File: src/rtl/data_mem_access_ctrl.sv
// Load/store controller for a 32-bit byte-enabled data memory.
// It takes one request at a time and turns byte, half and word accesses into a
// single word-wide memory cycle with lane enables. It waits out the read latency,
// then returns the extracted and extended load data on a response channel.
//
// Handshake (both channels): a transfer happens on a rising edge where valid and
// ready are both 1. The request side is sampled only while req_ready=1 (IDLE).
// rsp_valid, rsp_rdata and rsp_err are held stable until the edge where
// rsp_ready=1 is seen. No new request is accepted before that edge, so at most
// one access is outstanding at any time.
module data_mem_access_ctrl #(
  parameter int READ_LATENCY = 1  // legal range 1..4
) (
  input  logic        clk,
  input  logic        rst,
  input  logic        req_valid,
  output logic        req_ready,
  input  logic        req_we,
  input  logic [1:0]  req_size,
  input  logic        req_signed,
  input  logic [31:0] req_addr,
  input  logic [31:0] req_wdata,
  output logic        rsp_valid,
  input  logic        rsp_ready,
  output logic [31:0] rsp_rdata,
  output logic        rsp_err,
  output logic        mem_ena,
  output logic [3:0]  mem_wea,
  output logic [31:0] mem_addra,
  output logic [31:0] mem_dina,
  input  logic [31:0] mem_douta
);

  typedef enum logic [1:0] {
    IDLE   = 2'd0,
    ACCESS = 2'd1,
    WAIT   = 2'd2,
    RESP   = 2'd3
  } state_t;

  state_t      state;
  state_t      state_nxt;

  // Fields latched at acceptance and used by the later states.
  logic        we_q;
  logic        signed_q;
  logic [1:0]  size_q;
  logic [1:0]  off_q;
  logic [3:0]  mask_q;
  logic [2:0]  wait_cnt;

  logic        accept;
  logic        wait_done;
  logic        req_err;
  logic [3:0]  req_mask;
  logic [31:0] req_dina;
  logic [7:0]  load_byte;
  logic [15:0] load_half;
  logic [31:0] load_data;

  assign accept    = (state == IDLE) && req_valid;
  assign wait_done = (wait_cnt == 3'(READ_LATENCY - 1));

  // Decode the incoming request: alignment check, lane mask, lane-replicated data.
  always_comb begin
    req_err  = 1'b0;
    req_mask = 4'b0000;
    req_dina = req_wdata;
    case (req_size)
      2'b00: begin
        req_mask = 4'b0001 << req_addr[1:0];
        req_dina = {4{req_wdata[7:0]}};
      end
      2'b01: begin
        req_mask = req_addr[1] ? 4'b1100 : 4'b0011;
        req_dina = {2{req_wdata[15:0]}};
        req_err  = req_addr[0];
      end
      2'b10: begin
        req_mask = 4'b1111;
        req_err  = (req_addr[1:0] != 2'b00);
      end
      default: begin
        req_err  = 1'b1;
      end
    endcase
  end

  // Select the addressed byte/half from the returned word and extend it.
  always_comb begin
    load_byte = mem_douta[7:0];
    case (off_q)
      2'd1:    load_byte = mem_douta[15:8];
      2'd2:    load_byte = mem_douta[23:16];
      2'd3:    load_byte = mem_douta[31:24];
      default: load_byte = mem_douta[7:0];
    endcase
    load_half = off_q[1] ? mem_douta[31:16] : mem_douta[15:0];
    case (size_q)
      2'b00:   load_data = {{24{signed_q & load_byte[7]}}, load_byte};
      2'b01:   load_data = {{16{signed_q & load_half[15]}}, load_half};
      default: load_data = mem_douta;
    endcase
  end

  // Next-state logic: errors skip the memory, stores skip the read wait.
  always_comb begin
    state_nxt = state;
    case (state)
      IDLE: begin
        if (req_valid) begin
          state_nxt = req_err ? RESP : ACCESS;
        end
      end
      ACCESS: begin
        state_nxt = we_q ? RESP : WAIT;
      end
      WAIT: begin
        if (wait_done) begin
          state_nxt = RESP;
        end
      end
      RESP: begin
        if (rsp_ready) begin
          state_nxt = IDLE;
        end
      end
      default: begin
        state_nxt = IDLE;
      end
    endcase
  end

  // Outputs decoded from the state register; they follow rst asynchronously.
  always_comb begin
    req_ready = (state == IDLE) && !rst;
    rsp_valid = (state == RESP);
    mem_ena   = (state == ACCESS);
    mem_wea   = ((state == ACCESS) && we_q) ? mask_q : 4'b0000;
  end

  // State register.
  always_ff @(posedge clk or posedge rst) begin
    if (rst) begin
      state <= IDLE;
    end else begin
      state <= state_nxt;
    end
  end

  // Request latch, wait counter and response data capture.
  always_ff @(posedge clk or posedge rst) begin
    if (rst) begin
      we_q      <= 1'b0;
      signed_q  <= 1'b0;
      size_q    <= 2'b00;
      off_q     <= 2'b00;
      mask_q    <= 4'b0000;
      wait_cnt  <= 3'd0;
      mem_addra <= 32'd0;
      mem_dina  <= 32'd0;
      rsp_rdata <= 32'd0;
      rsp_err   <= 1'b0;
    end else if (accept) begin
      rsp_err   <= req_err;
      rsp_rdata <= 32'd0;
      wait_cnt  <= 3'd0;
      if (!req_err) begin
        we_q      <= req_we;
        signed_q  <= req_signed;
        size_q    <= req_size;
        off_q     <= req_addr[1:0];
        mask_q    <= req_mask;
        mem_addra <= {2'b00, req_addr[31:2]};
        mem_dina  <= req_dina;
      end
    end else if (state == WAIT) begin
      wait_cnt <= wait_cnt + 3'd1;
      if (wait_done) begin
        rsp_rdata <= load_data;
      end
    end
  end

endmodule

File: config.mk
export PLATFORM = sky130hd
export DESIGN_NAME = data_mem_access_ctrl
export DESIGN_NICKNAME = d
export VERILOG_FILES = /design/src/rtl/data_mem_access_ctrl.sv
export SDC_FILE = /design/constraint.sdc
export NUM_CORES = 1
export LEC_CHECK = 0
export BUFFER_PORTS_ARGS = -buffer_cell sky130_fd_sc_hd__buf_4
export CORE_ASPECT_RATIO = 0.8
export CORE_UTILIZATION = 30
export DETAILED_ROUTE_END_ITERATION = 16
export PLACE_DENSITY = 0.64
export SETUP_SLACK_MARGIN = 0.3
export SYNTH_ARGS = -nofsm -noshare
export SYNTH_HDL_FRONTEND = slang
export SYNTH_SLANG_ARGS = --single-unit
File: constraint.sdc
create_clock -name clk -period 3.3 [get_ports clk]
set_input_delay 0.33 -clock clk [delete_from_list [all_inputs] [get_ports clk]]
set_output_delay 0.33 -clock clk [all_outputs]
set_load 0.02 [all_outputs]
## After elaboration in Yosys (flattened, before gate mapping)

Index checks and enable logic that the tools add are counted.

- $add $sub $neg: 1
- Multipliers: 0
- Divide/modulo/power cells: 0
- $lt $le $gt $ge: 0
- Eq/ne operators: 12
- Shifts and indexed selects: 1
- Muxes and demuxes: 19
- Bitwise gates (word level): 3
- Reductions and logical operators: 14

Operators by type and width:

| kind | number |
|---|---|
| 32-bit one-hot mux with 2 select lines | 2 |
| 32-bit 2-to-1 mux | 3 |
| 8-bit one-hot mux with 3 select lines | 1 |
| 16-bit 2-to-1 mux | 1 |
| 4-bit one-hot mux with 3 select lines | 1 |
| 2-bit == test, second input constant | 5 |
| 2-bit by 1-bit == test with 1-bit output, second input constant | 4 |
| 2-bit 2-to-1 mux | 4 |
| 4-bit 2-to-1 mux | 2 |
| 2-bit one-hot mux with 4 select lines | 1 |
| 2-bit zero test | 3 |
| 3-bit 2-to-1 mux | 2 |
| 2-bit nonzero test | 3 |
| 2-bit inequality test, second input constant | 2 |
| 2-bit AND reduction | 2 |
| 1-bit by 2-bit left shift with 4-bit output, first input constant | 1 |
| 3-bit by 1-bit adder with 3-bit output, second input constant | 1 |
| 1-bit logical AND | 3 |
| 3-bit zero test | 1 |
| 1-bit one-hot mux with 3 select lines | 1 |
| 3-bit AND reduction | 1 |
| 1-bit bitwise AND | 2 |
| 2-bit by 1-bit inequality test with 1-bit output, second input constant | 1 |
| 1-bit zero test | 1 |
| 2 further kinds | 2 |

- Register bits after elaboration: 110
- Bits in latches: 0
- Bits in writable memories: 0
- Bits in read-only memories: 0
- Input bits: 104
- Output and inout port bits: 104
- Word-level logic and storage cells: 61
- Memories: 0

## Longest topological paths before layout

- Word-level depth: 7
- Depth in mapped cells: 8
- Depth with buffers taken out: 6

## Worst setup path before layout

OpenSTA, ideal clock, no wires.

- Path kind: register to register
- Start: register state[0]
- End: register rsp_rdata[16]
- Setup time: 0.126 ns
- Arrival: 1.782 ns
- Required time: 3.174 ns
- Path slack: 1.392 ns
- Cell stages (with the launch flop): 9
- Path buffers: 2
- Period minus slack after synthesis: 1.908 ns
- Path through: dfrtp_1 inv_1 ha_1 and3b_1 and2_1 and4_1 buf_2 buf_2 a221o_1

- Longest elaborated chain between the ends: 4
- Elaborated cells between the ends (all ways): 7
- Classes of those cells: eq/ne: 1; mux: 1; reduce/logical: 5

Ends and longest elaborated chain:

| element | line | RTL |
|---|---|---|
| from (decl) | 41 | `state_t state;` |
| from (signal assigned) | 147 | `state <= state_nxt;` |
| 2-bit zero test | 61 | `assign accept = (state == IDLE) && req_valid;` |
| 1-bit logical AND | 61 |  |
| 2-bit nonzero test (no line) | n/a |  |
| 2-bit AND reduction (no line) | n/a |  |
| to (signal assigned) | 180 | `rsp_rdata <= load_data;` |
| to (decl) | 25 | `output logic [31:0] rsp_rdata,` |

Several ways; a longest one is shown, not always the timed one.
A chain may end at the register's enable or synchronous reset.

## Worst setup path in the final report

- Start: register state[0]
- End: register rsp_rdata[19]

The elaborated chain is that of the path after synthesis.

==> summary.md <==
| Metric | Value |
|---|---|
| Placeable core area | `16,800 µm²` |
| Final Wtd Congestion | `0.831` |
| Period utilization | `70.8%` |
| Starting density of the core | `31.1%` |
| Crit path cell chain | `inv_1 -> ha_1 -> and3b_1 -> nand2_1 -> nor2_2 -> a221o_1` |
| Met1 Use GR | `20.3%` |
| Total die area | `17,900 µm²` |
| PortBufs | `205` |
| Avg Vias per Cell | `4.98` |
| Hold Slack | `144 ps` |
| Yosys reg bits | `110` |
| Worst-Skew Late Latency | `360 ps` |
| Vias in the first global route | `4,322` |
| Placed Area | `6960 µm²` |
| Starting DRT DRC Count | `213` |
| GR Overflow Total | `0` |
| Routed len/inst | `17.5 µm` |
| Post-synth cell types | `43` |
| Sw frac | `39.7%` |
| Worst-path fanout max | `16` |
| Final hold viol count | `0` |
| CTS Root Buffer Type | `clkbuf_16` |
| Clock Sink Count | `110` |
| Internal | `4.07 mW` |
| Actual transition at the worst max-transition pin | `737 ps` |
| Maximum VDD drop | `0.000431 V` |
| HPWL after detailed placement | `10.6 mm` |
| Syn-to-layout area delta | `39.2%` |
| Area of the multi-input gates | `2280 µm²` |
| CP max-delay cell | `nor2_2` |
| Number of synthesized flops with an enable pin | `0` |
| Num ports | `208` |
| Sequential area share after synthesis | `52.8%` |
| Final WL | `14.5 mm` |
| Sequential Power Share | `35.4%` |
| Most common flop cell mapped by yosys | `dfrtp_1` |
| Fraction of layout cells with a size suffix above 1 | `41.6%` |
| First-pass GRT wire length | `23.1 mm` |
| Final WS setup | `963 ps` |
| Clock power frac | `16.6%` |
| Min Tclk post-route | `2340 ps` |
| Final Power | `6.75 mW` |
| Die Y | `120 µm` |
| Post-CTS Hold Buffers | `0` |
| CP endpoint kind | `register` |
| Gr busiest metal | `met2` |
| Placed cells | `815` |
| Max Slew Vio Count | `0` |
| Worst EP required | `3580 ps` |
| Clk_skew | `10.5 ps` |
| RR Startpoint | `state[0]$_DFFE_PP0P_` |
| P_sw | `2.68 mW` |
| CTS Buf Count | `9` |
| Post-Syn Area per Cell | `12.8 µm²` |
| Largest net degree at the start of global routing | `111` |
| Iteration count of the initial detailed-routing pass | `5` |
| Worst setup SP type | `register` |
| Gr usage total | `16.5%` |
| Yosys warns | `0` |
| Initial antenna violation count | `0` |
| DRC viols | `0` |
| WS Path Type | `register to register` |
| Unrepaired setup endpoints after global routing | `false` |
| Pleak | `3.49 nW` |
| Met3 global-route usage | `5.32%` |
| CTS tree | `yes` |
| Resized Gates After CTS | `0` |
| Clock transition at the registers of the reported paths | `70 ps` |
| Worst-case clock buffer depth | `2` |
| Slew margin rel. | `50.8%` |
| DRT antenna net count | `0` |
| Async SR Flop Fraction | `100%` |
| Final setup fails | `0` |
| Layout Nets | `717` |
| Pwr/cell area | `929 nW/µm²` |
| Sequential cell area | `2750 µm²` |
| Post-route design area | `7260 µm²` |
| Dpl ws | `975 ps` |
| Crit path arrival time | `2620 ps` |
| Setup crit start | `state[0]$_DFFE_PP0P_` |
| Mapped cell area | `5220 µm²` |
| Layout Cells excl Fill | `831` |
| Hold WC Path Type | `input pin to async pin` |
| Fin Setup TNS | `0 ps` |
| Post-CTS setup buffers | `0` |
| Routed vias | `4,139` |
| GR Layer Usage met2 | `27.1%` |
| CP max stage delay | `650 ps` |
| Final core utilization | `43.3%` |
| Max Clock Freq | `428 MHz` |
| Antenna cells | `0` |
| Status | `finished clean` |
| H-tree Lvls | `3` |
| Reg2Reg Depth | `6` |
| Synth Instances | `409` |
| Fillers | `1,602` |
| Width of the die | `149 µm` |
| Std-Cell Rows | `42` |
| Max Cap Viol | `0` |
| Comb pwr share | `47.9%` |
==> placed cells by master (no fill, tap or decap), types with 2 or more instances in the layout <==
cell type,n
buf_4,209
dfrtp_1,110
mux2_1,70
nand2_1,26
mux2i_1,23
mux2_2,19
a221o_1,16
o21ai_0,13
o21ai_1,10
inv_1,9
nand2b_1,9
clkbuf_16,9
a21oi_1,8
a32o_1,8
or3_1,7
o31ai_1,7
ha_1,7
nor2_1,6
a311oi_1,6
and3_1,4
clkinv_2,3
nor2_2,2
nor2_4,2
nor2b_1,2
clkinvlp_4,2
conb_1,2
buf_12,2
==> routing by layer <==
| metal | up-vias | wire length [µm] |
|---|---|---|
| li1 | 1893 | - |
| met1 | 2077 | 6090 |
| met2 | 153 | 7070 |
| met3 | 16 | 1170 |
| met4 | 0 | 197 |
| met5 | - | 0 |
==> power by group through the flow <==
stage	Clock, mW	Combinational, mW	Sequential, mW
6_report	1.12	3.24	2.39
5_1_grt	1.20	3.47	2.47
4_1_cts	1.17	3.28	2.40
3_5_place_dp	0	3.28	2.41
3_3_place_gp	0	3.19	2.38
2_1_floorplan	0	1.27	2.98
==> flip-flops by register name, summed over array words and instances, names as in the netlist <==
| name | count |
|---|---|
| mem_dina | 32 |
| rsp_rdata | 32 |
| mem_addra | 30 |
| mask_q | 4 |
| wait_cnt | 3 |
| off_q | 2 |
| size_q | 2 |
| state | 2 |
| rsp_err | 1 |
| signed_q | 1 |
| we_q | 1 |
==> cells by family after synthesis <==
kind of cell / count (synthesis) / synth area share (%)
XOR/XNOR: 2 / 0.336
AO/OA/AOI/OAI: 77 / 11.3
AND/OR/NAND/NOR: 62 / 6.14
multiplexers: 113 / 24.1
flip-flops: 110 / 52.8
adder cells (fa/ha/maj): 7 / 1.68
buffers and inverters: 37 / 3.62
other: 1 / 0.0719
==> final timing paths <==
| kind | end | slack (ps) |
|---|---|---|
| worst max-delay path | rsp_rdata[19]$_DFFE_PP0P_ | 960 |
| worst min-delay path | rsp_err$_DFFE_PP0P_ | 140 |
| worst max register to register | rsp_rdata[19]$_DFFE_PP0P_ | 960 |
| worst min register to register | mask_q[1]$_DFFE_PP0P_ | 480 |
| max in group asynchronous | mem_addra[11]$_DFFE_PP0P_ | 2680 |
| min in group clk | mem_addra[7]$_DFFE_PP0P_ | 190 |
==> worst max-delay path: cells and delay by family (launching register included) <==
kind	cells	cell delay (ps)
buffers and inverters	1	160
adders and majority gates	1	280
DFF	1	400
AOI/OAI and AO/OA	1	270
and+or+nand+nor	3	1150
==> cell type report <==
cell class / instances / area share, %
well taps: 220 / 3.79
clock inverters: 6 / 0.844
multi-input cells: 263 / 31.4
clock buffers: 10 / 3.29
flip-flops and latches: 110 / 37.9
inverters: 11 / 0.620
repair buffers: 211 / 22.2
==> cell usage after synthesis, drive strengths merged, types with 2 or more instances <==
master	instances	area (µm²)
dfrtp	110	2750
and3	4	25.0
a311oi	6	52.6
clkbuf	7	26.3
nand2b	9	56.3
a32o	8	80.1
a221o	16	160
nor2	10	55.1
nor2b	2	12.5
mux2	89	1000
o31ai	7	52.6
or3	7	43.8
and2	2	12.5
o21ai	23	115
buf	19	121
mux2i	23	230
nand2	26	97.6
a21oi	9	48.8
inv	10	37.5
ha	7	87.6
Note: power is estimated with default switching activity, not from simulation.
